--- src/rtl/dsp_result_sink.sv ---
// dsp_result_sink: tracks DSP48A1 issues through the slice pipeline, scales and saturates P,
// and buffers results in a credit-guarded show-ahead FIFO. Optional macro: DSP_SINK_ROUND_EN.
module dsp_result_sink #(
  parameter int unsigned LATENCY = 4,
  parameter int unsigned DEPTH   = 8,
  parameter int unsigned OUT_W   = 24,
  parameter int unsigned SHIFT   = 0
) (
  input  logic             clk,
  input  logic             rst,
  input  logic             issue_valid,
  output logic             issue_ready,
  input  logic [47:0]      p_in,
  output logic             out_valid,
  input  logic             out_ready,
  output logic [OUT_W-1:0] out_data,
  output logic             out_sat,
  output logic [15:0]      sat_count
);
  localparam int unsigned AW = $clog2(DEPTH);
  localparam int unsigned CW = $clog2(DEPTH + 1);
  localparam int unsigned SW = CW + 1;
  localparam int unsigned EW = OUT_W + 1;
  localparam logic signed [48:0] SAT_MAX = (49'sd1 <<< (OUT_W - 1)) - 49'sd1;
  localparam logic signed [48:0] SAT_MIN = -(49'sd1 <<< (OUT_W - 1));

  logic [LATENCY-1:0] vld_sr_q, vld_sr_d;
  logic [CW-1:0]      inflight_q, inflight_d;
  logic [CW-1:0]      count_q, count_d;
  logic [AW-1:0]      wr_ptr_q, wr_ptr_d;
  logic [AW-1:0]      rd_ptr_q, rd_ptr_d;
  logic [15:0]        sat_count_q, sat_count_d;
  logic [EW-1:0]      mem_q [DEPTH];

  logic               issue_fire;
  logic               cap;
  logic               pop;
  logic signed [48:0] p_ext;
  logic signed [48:0] scaled;
  logic [OUT_W-1:0]   data_c;
  logic               sat_c;

  assign issue_fire  = issue_valid & issue_ready;
  assign cap         = vld_sr_q[LATENCY-1];
  assign pop         = out_valid & out_ready;
  // Credits cover both queued and in-flight results, so a capture always finds a free slot.
  assign issue_ready = ({1'b0, count_q} + {1'b0, inflight_q}) < SW'(DEPTH);
  assign out_valid   = (count_q != '0);
  assign out_data    = mem_q[rd_ptr_q][OUT_W-1:0];
  assign out_sat     = mem_q[rd_ptr_q][OUT_W];
  assign sat_count   = sat_count_q;

  assign p_ext = {p_in[47], p_in};

`ifdef DSP_SINK_ROUND_EN
  if (SHIFT > 0) begin : g_round
    // 49-bit sum keeps the half-LSB bias from overflowing near full scale.
    assign scaled = (p_ext + (49'sd1 <<< (SHIFT - 1))) >>> SHIFT;
  end else begin : g_trunc
    assign scaled = p_ext >>> SHIFT;
  end
`else
  assign scaled = p_ext >>> SHIFT;
`endif

  // Saturate the scaled value into the signed OUT_W range.
  always_comb begin
    data_c = scaled[OUT_W-1:0];
    sat_c  = 1'b0;
    if (scaled > SAT_MAX) begin
      data_c = SAT_MAX[OUT_W-1:0];
      sat_c  = 1'b1;
    end else if (scaled < SAT_MIN) begin
      data_c = SAT_MIN[OUT_W-1:0];
      sat_c  = 1'b1;
    end
  end

  always_comb begin
    vld_sr_d    = LATENCY'(vld_sr_q << 1) | LATENCY'(issue_fire);
    inflight_d  = inflight_q;
    count_d     = count_q;
    wr_ptr_d    = wr_ptr_q;
    rd_ptr_d    = rd_ptr_q;
    sat_count_d = sat_count_q;
    if (issue_fire && !cap) begin
      inflight_d = inflight_q + CW'(1);
    end else if (!issue_fire && cap) begin
      inflight_d = inflight_q - CW'(1);
    end
    if (cap && !pop) begin
      count_d = count_q + CW'(1);
    end else if (!cap && pop) begin
      count_d = count_q - CW'(1);
    end
    if (cap) begin
      wr_ptr_d = wr_ptr_q + AW'(1);
    end
    if (pop) begin
      rd_ptr_d = rd_ptr_q + AW'(1);
    end
    if (cap && sat_c && (sat_count_q != 16'hFFFF)) begin
      sat_count_d = sat_count_q + 16'd1;
    end
  end

  always_ff @(posedge clk or posedge rst) begin
    if (rst) begin
      vld_sr_q    <= '0;
      inflight_q  <= '0;
      count_q     <= '0;
      wr_ptr_q    <= '0;
      rd_ptr_q    <= '0;
      sat_count_q <= '0;
      for (int i = 0; i < int'(DEPTH); i++) begin
        mem_q[i] <= '0;
      end
    end else begin
      vld_sr_q    <= vld_sr_d;
      inflight_q  <= inflight_d;
      count_q     <= count_d;
      wr_ptr_q    <= wr_ptr_d;
      rd_ptr_q    <= rd_ptr_d;
      sat_count_q <= sat_count_d;
      if (cap) begin
        mem_q[wr_ptr_q] <= {sat_c, data_c};
      end
    end
  end

  a_no_overflow: assert property (@(posedge clk) disable iff (rst) !(cap && (count_q == CW'(DEPTH))));

endmodule
--- config.mk ---
export PLATFORM = sky130hd
export DESIGN_NAME = dsp_result_sink
export DESIGN_NICKNAME = d
export VERILOG_FILES = /design/src/rtl/dsp_result_sink.sv
export SDC_FILE = /design/constraint.sdc
export NUM_CORES = 1
export LEC_CHECK = 0
export CAP_MARGIN = 20
export CORE_ASPECT_RATIO = 1.1
export CORE_MARGIN = 4
export CORE_UTILIZATION = 45
export CTS_CLUSTER_SIZE = 8
export DETAILED_ROUTE_END_ITERATION = 8
export PLACE_DENSITY = 0.7
export SLEW_MARGIN = 20
export SYNTH_ARGS = -nofsm -noshare
export SYNTH_HDL_FRONTEND = slang
export SYNTH_SLANG_ARGS = --single-unit
--- constraint.sdc ---
create_clock -name clk -period 7.1 [get_ports clk]
set_input_delay 0.71 -clock clk [delete_from_list [all_inputs] [get_ports clk]]
set_output_delay 0.71 -clock clk [all_outputs]
set_load 0.01 [all_outputs]
# ---- Word-level counts from Yosys, hierarchy flattened
# Index checks and enable logic that the tools add are counted.
dict set report word_totals {
  latch_bits 0
  mem_count 0
  output_inout_bits 43
  mem_bits_ro 0
  input_bits 52
  register_bits 234
  ramBits 0
}
dict set report classes {
  n_lt_le_gt_ge 6
  div 0
  shifts 0
  muxes 14
  n_reduce_logical 13
  n_eq_ne 1
  addsub 8
  multipliers 0
  bitwise 5
}
# cell n
set ops {}
lappend ops {{$bwmux 200} 1}
lappend ops {{$bmux 25 s3} 1}
lappend ops {{$demux 25 s3} 1}
lappend ops {{$mux 25} 3}
lappend ops {{$gt 48x24->1 const B} 1}
lappend ops {{$lt 48x24->1 const B} 1}
lappend ops {{$mux 24} 2}
lappend ops {{$add 16x1->16 const B} 1}
lappend ops {{$mux 4} 4}
lappend ops {{$ne 16x16->1 const B} 1}
lappend ops {{$add 4x1->4 const B} 2}
lappend ops {{$ge 4x4->1 const B} 2}
lappend ops {{$not 3->4} 2}
lappend ops {{$sub 4x1->4 const B} 2}
lappend ops {{$logic_and 1x1->1} 7}
lappend ops {{$add 3x1->3 const B} 2}
lappend ops {{$add 4x4->5} 1}
lappend ops {{$lt 5x4->1 const B} 1}
lappend ops {{$lt 4x1->1 const B} 1}
lappend ops {{$or 4x1->4} 1}
lappend ops {{$reduce_bool 2->1} 2}
lappend ops {{$reduce_bool 4->1} 1}
lappend ops {{$logic_not 1->1} 3}
lappend ops {{$and 1x1->1} 2}
lappend ops {{$mux 1} 2}

# ---- Logic depth before layout (Yosys ltp)
dict set report logic_depth {
  word_depth 7
  depth_mapped 12
  depth_no_buf 12
}

# ---- Least setup slack after synthesis
# Ideal clock, no wire load.
dict set report synth_timing {
  kind {flip-flop to flip-flop}
  start {register inflight_q[1]}
  end {register inflight_q[3]}
  t_arrival_ps 3085
  setup_time_ps 125
  period_less_slack_ps 3211
  path_stages_with_launch 13
  path_slack_ps 3889
  required_time_ps 6975
  cell_sequence {dfrtp_1 ha_1 a31o_2 a2111oi_0 and2_1 ha_1 inv_1 ha_1 a21o_1 a21oi_1 xnor2_1 nor2_1 xor2_1}
}
dict set report synth_between {
  elab_chain_cells 6
  word_cells_on_any_way 11
}
# element line
set synth_rtl {}
lappend synth_rtl {{start, declared} 28} ;# logic [CW-1:0] inflight_q, inflight_d;
lappend synth_rtl {{start signal, assigned} 120} ;# inflight_q <= inflight_d;
lappend synth_rtl {{$add 4x4->5 *} 47} ;# assign issue_ready = ({1'b0, count_q} + {1'b0, inflight_q}) < SW'(DEPTH);
lappend synth_rtl {{$lt 5x4->1 *} 47}
lappend synth_rtl {{named net issue_ready} 12} ;# output logic issue_ready,
lappend synth_rtl {{$and 1x1->1 *} 43} ;# assign issue_fire = issue_valid & issue_ready;
lappend synth_rtl {{named net issue_fire} 35} ;# logic issue_fire;
lappend synth_rtl {{$logic_not 1->1} 88} ;# end else if (!issue_fire && cap) begin
lappend synth_rtl {{$logic_and 1x1->1} 88}
lappend synth_rtl {{$reduce_bool 2->1 (no line)} -}
# The timed path passes the listed nets; every way through them passes the cells marked *. The select of a mux whose other input is x is not followed.
# A chain may end at the register's enable or synchronous reset.

# ---- Worst setup path after layout
dict set report layout_timing {
  start {register rd_ptr_q[0]}
  end {output out_data[17]}
}
dict set report layout_between {
  elab_chain_cells 4
}
# element line
set layout_rtl {}
lappend layout_rtl {{start, declared} 31} ;# logic [AW-1:0] rd_ptr_q, rd_ptr_d;
lappend layout_rtl {{start signal, assigned} 123} ;# rd_ptr_q <= rd_ptr_d;
lappend layout_rtl {{$not 3->4 (implied by the code)} 49} ;# assign out_data = mem_q[rd_ptr_q][OUT_W-1:0];
lappend layout_rtl {{$bmux 25 s3} 49}
lappend layout_rtl {{$mux 25 (2 in series)} -}
lappend layout_rtl {{end, declared} 16} ;# output logic [OUT_W-1:0] out_data,
# No other way between the ends. The select of a mux whose other input is x is not followed.

==> summary.md <==
| Metric | Value |
|---|---|
| GP Congestion | `approximately 0.84` |
| First-pass GRT wire length | `roughly 44000 microns` |
| Post-CTS sizing | `0` |
| Skew-Pair Late Insertion Delay | `0.49 ns` |
| CTS Buf Count | `35` |
| Cell row count | `58` |
| Pre-CTS WS | `3.51 ns` |
| Share of cells above drive strength 1 | `15.7%` |
| Max_cap viols | `0` |
| Area Growth Syn to Fin | `21.5%` |
| Die area | `around 0.026 sq mm` |
| VDD IR max | `between 0.00015 and 0.0002 V` |
| Switching power | `0.000681 W` |
| Most frequent cells in the layout | `dfrtp_1, nor2_1, a21oi_1` |
| Fin cells | `1353` |
| ANT cells | `0` |
| Ys Warns | `0` |
| Crit Path Category | `flip-flop to output pin` |
| Die outline height | `168 microns` |
| Setup TNS | `0 ns` |
| Drt pass-1 iters | `5` |
| Most common cell after layout, fill and taps aside | `dfrtp_1` |
| Core Region | `roughly 0.023 sq mm` |
| F_max | `273 MHz` |
| Initial core utilization | `45.8%` |
| Detailed-route via count | `7756` |
| Total power divided by cell area | `244 mW/mm^2` |
| CP Launch Type | `flip-flop` |
| Largest net degree at the start of global routing | `roughly 120` |
| Area contributors post-synth | `dfrtp_1, mux4_2, a21oi_1` |
| Final Max Slew Viols | `0` |
| DRC violations left | `0` |
| Post-Route WL | `27300 microns` |
| Leading area contributor after synthesis | `dfrtp_1` |
| Grt total ovfl | `0` |
| Hold Path Class | `flip-flop to flip-flop` |
| CP max FO | `28` |
| Yosys top cell area share | `56.0%` |
| Outcome | `complete, no violations` |
| Final instance area | `0.0127 sq mm` |
| Seq pwr share | `46.5%` |
| Vias in the first global route | `slightly above 8k` |
| Post-Syn Instances | `956` |
| CTS Buffer Depth | `3` |
| Rel. slew slack | `23.1%` |
| Post-DRT Antenna Nets | `0` |
| Clock sinks | `234` |
| Clock skew | `between 0.01 and 0.015 ns` |
| Initial antenna violation count | `0` |
| Fin crit period | `3.67 ns` |
| Setup Buffers After CTS | `0` |
| Post-Place Cells | `1312` |
| Initial DRC count | `627` |
| Fin nets | `1116` |
| RSZ-0062 raised after global routing | `no` |
| Post-DR wirelength/cell | `20.2 microns` |
| Count of final setup violators | `0` |
| Final setup margin | `3.43 ns` |
| I/O pin cnt | `between 90 and 100` |
| CTS H-tree lvls | `2` |
| Leak | `between 4 and 5 nW` |
| Synthesized area | `0.0105 sq mm` |
| CTS Hold Buffers Added | `0` |
| Crit path capture type | `output pin` |
| WP data required | `6.39 ns` |
| Post-synthesis cell type count | `36` |
| Root Driver | `clkbuf_16` |
| Comb pwr share | `6.7%` |
| Port Buf Inserts | `94` |
| Period utilization | `51.6%` |
| Final Hold Viols | `0` |
| Yosys reg bits | `about 230` |
| Worst-Margin Slew | `1.15 ns` |
| Sequential area share after synthesis | `56.0%` |
| Via/cell ratio | `5.73` |
| Syn_area_per_cell | `10.9 sq um` |
| Clock Power Share | `46.8%` |
| Clock transition at the registers of the reported paths | `0.05 ns` |
| Switching share of power | `22.0%` |
| Cell internal pwr | `between 0.002 and 0.0025 W` |
| Tot GR Track Use | `21.3%` |
| Post-DP HPWL | `16800 microns` |
| Syn nets | `about 1.0k` |
| Post-DP Area | `0.0117 sq mm` |
| CTS tree | `yes` |
| Worst EP arrival | `2.96 ns` |
| Die Span X | `153 microns` |
[cells by family after synthesis]
kind of cell | count (synthesis) | synth area share, %
compound gates | 201 | 9.76
mux | 79 | 13.9
simple gates | 341 | 13.8
fa+ha+maj | 14 | 1.82
buf+inv | 60 | 2.48
xor+xnor | 27 | 2.26
flops | 234 | 56.0
[layout make-up]
type / instances / area, sq um
fill: 1929 / 10100
sequential: 234 / 5860
multi-input combinational: 662 / 4410
timing repair buffer: 113 / 1120
clock buffer: 39 / 933
tap: 300 / 375
inverter: 4 / 18.8
clock inverter: 1 / 7.51
[power by group through the flow]
stage	clock (W)	combinational, W	sequential [W]
after floorplan	0	0.000129	0.00145
after global placement	0	0.000204	0.00146
after detailed placement	0	0.000209	0.00146
after CTS	0.00148	0.000211	0.00144
after global routing	0.00153	0.000232	0.00145
final	0.00145	0.000208	0.00144
[per-layer routing]
metal / share of wire [%] / track usage (%)
met5: 0 / 0
met4: 2.6 / 6.87
met3: 6.3 / 4.04
met2: 49 / 35.6
met1: 42 / 28.3
[final timing paths]
check,from,to,slack (ns),cells past startpoint
max,rd_ptr_q[0]$_DFFE_PP0P_,out_data[17],3.43,4
min,vld_sr_q[0]$_DFF_PP0_,vld_sr_q[1]$_DFF_PP0_,0.35,0
max reg2reg,count_q[1]$_DFFE_PP0P_,inflight_q[3]$_DFFE_PP0P_,3.99,12
min reg2reg,vld_sr_q[0]$_DFF_PP0_,vld_sr_q[1]$_DFF_PP0_,0.35,0
max in group asynchronous,rst,rd_ptr_q[0]$_DFFE_PP0P_,4.80,4
min in group asynchronous,rst,mem_q[85]$_DFFE_PP0P_,0.58,2
[state kept, by name (all words and copies together), names as in the netlist]
signal      flops
inflight_q      4
vld_sr_q        4
mem_q         200
sat_count      16
wr_ptr_q        3
count_q         4
rd_ptr_q        3
[critical path, stage by stage, from the launching register on]
cell and delay [ns]:
dfrtp_4 0.77, buf_16 0.30, mux4_2 0.56, mux2_2 0.30, clkdlybuf4s50_1 0.49
[Yosys cell counts]
master and n:
a2111oi_0 1, a21o_1 2, a21oi_1 186, a31o_2 1
and2_1 1, and3_1 2, and3_2 2, and4_1 1
and4_4 1, buf_2 27, clkbuf_1 29, dfrtp_1 234
fa_1 2, ha_1 12, inv_1 4, mux2_2 29
mux4_2 50, nand2_1 77, nand2b_1 3, nand3_1 9
nand4_1 10, nand4_4 1, nor2_1 210, nor2b_1 2
nor3_1 8, nor4_1 8, nor4_2 1, nor4_4 1
o21ai_0 10, o31ai_1 1, or2_4 1, or3_1 1
or3b_4 1, or4_1 1, xnor2_1 11, xor2_1 16
[through the flow]
| stage | utilization [%] | hold slack, ns | total power [W] |
|---|---|---|---|
| after floorplan | - | 0.331 | 0.00158 |
| after global placement | 51.3 | 0.333 | 0.00166 |
| after detailed placement | 51.3 | 0.339 | 0.00167 |
| after CTS | 55.5 | 0.350 | 0.00313 |
| after global routing | 55.6 | 0.353 | 0.00321 |
| final | 55.6 | 0.350 | 0.00310 |
Note: power is estimated with default switching activity, not from simulation.
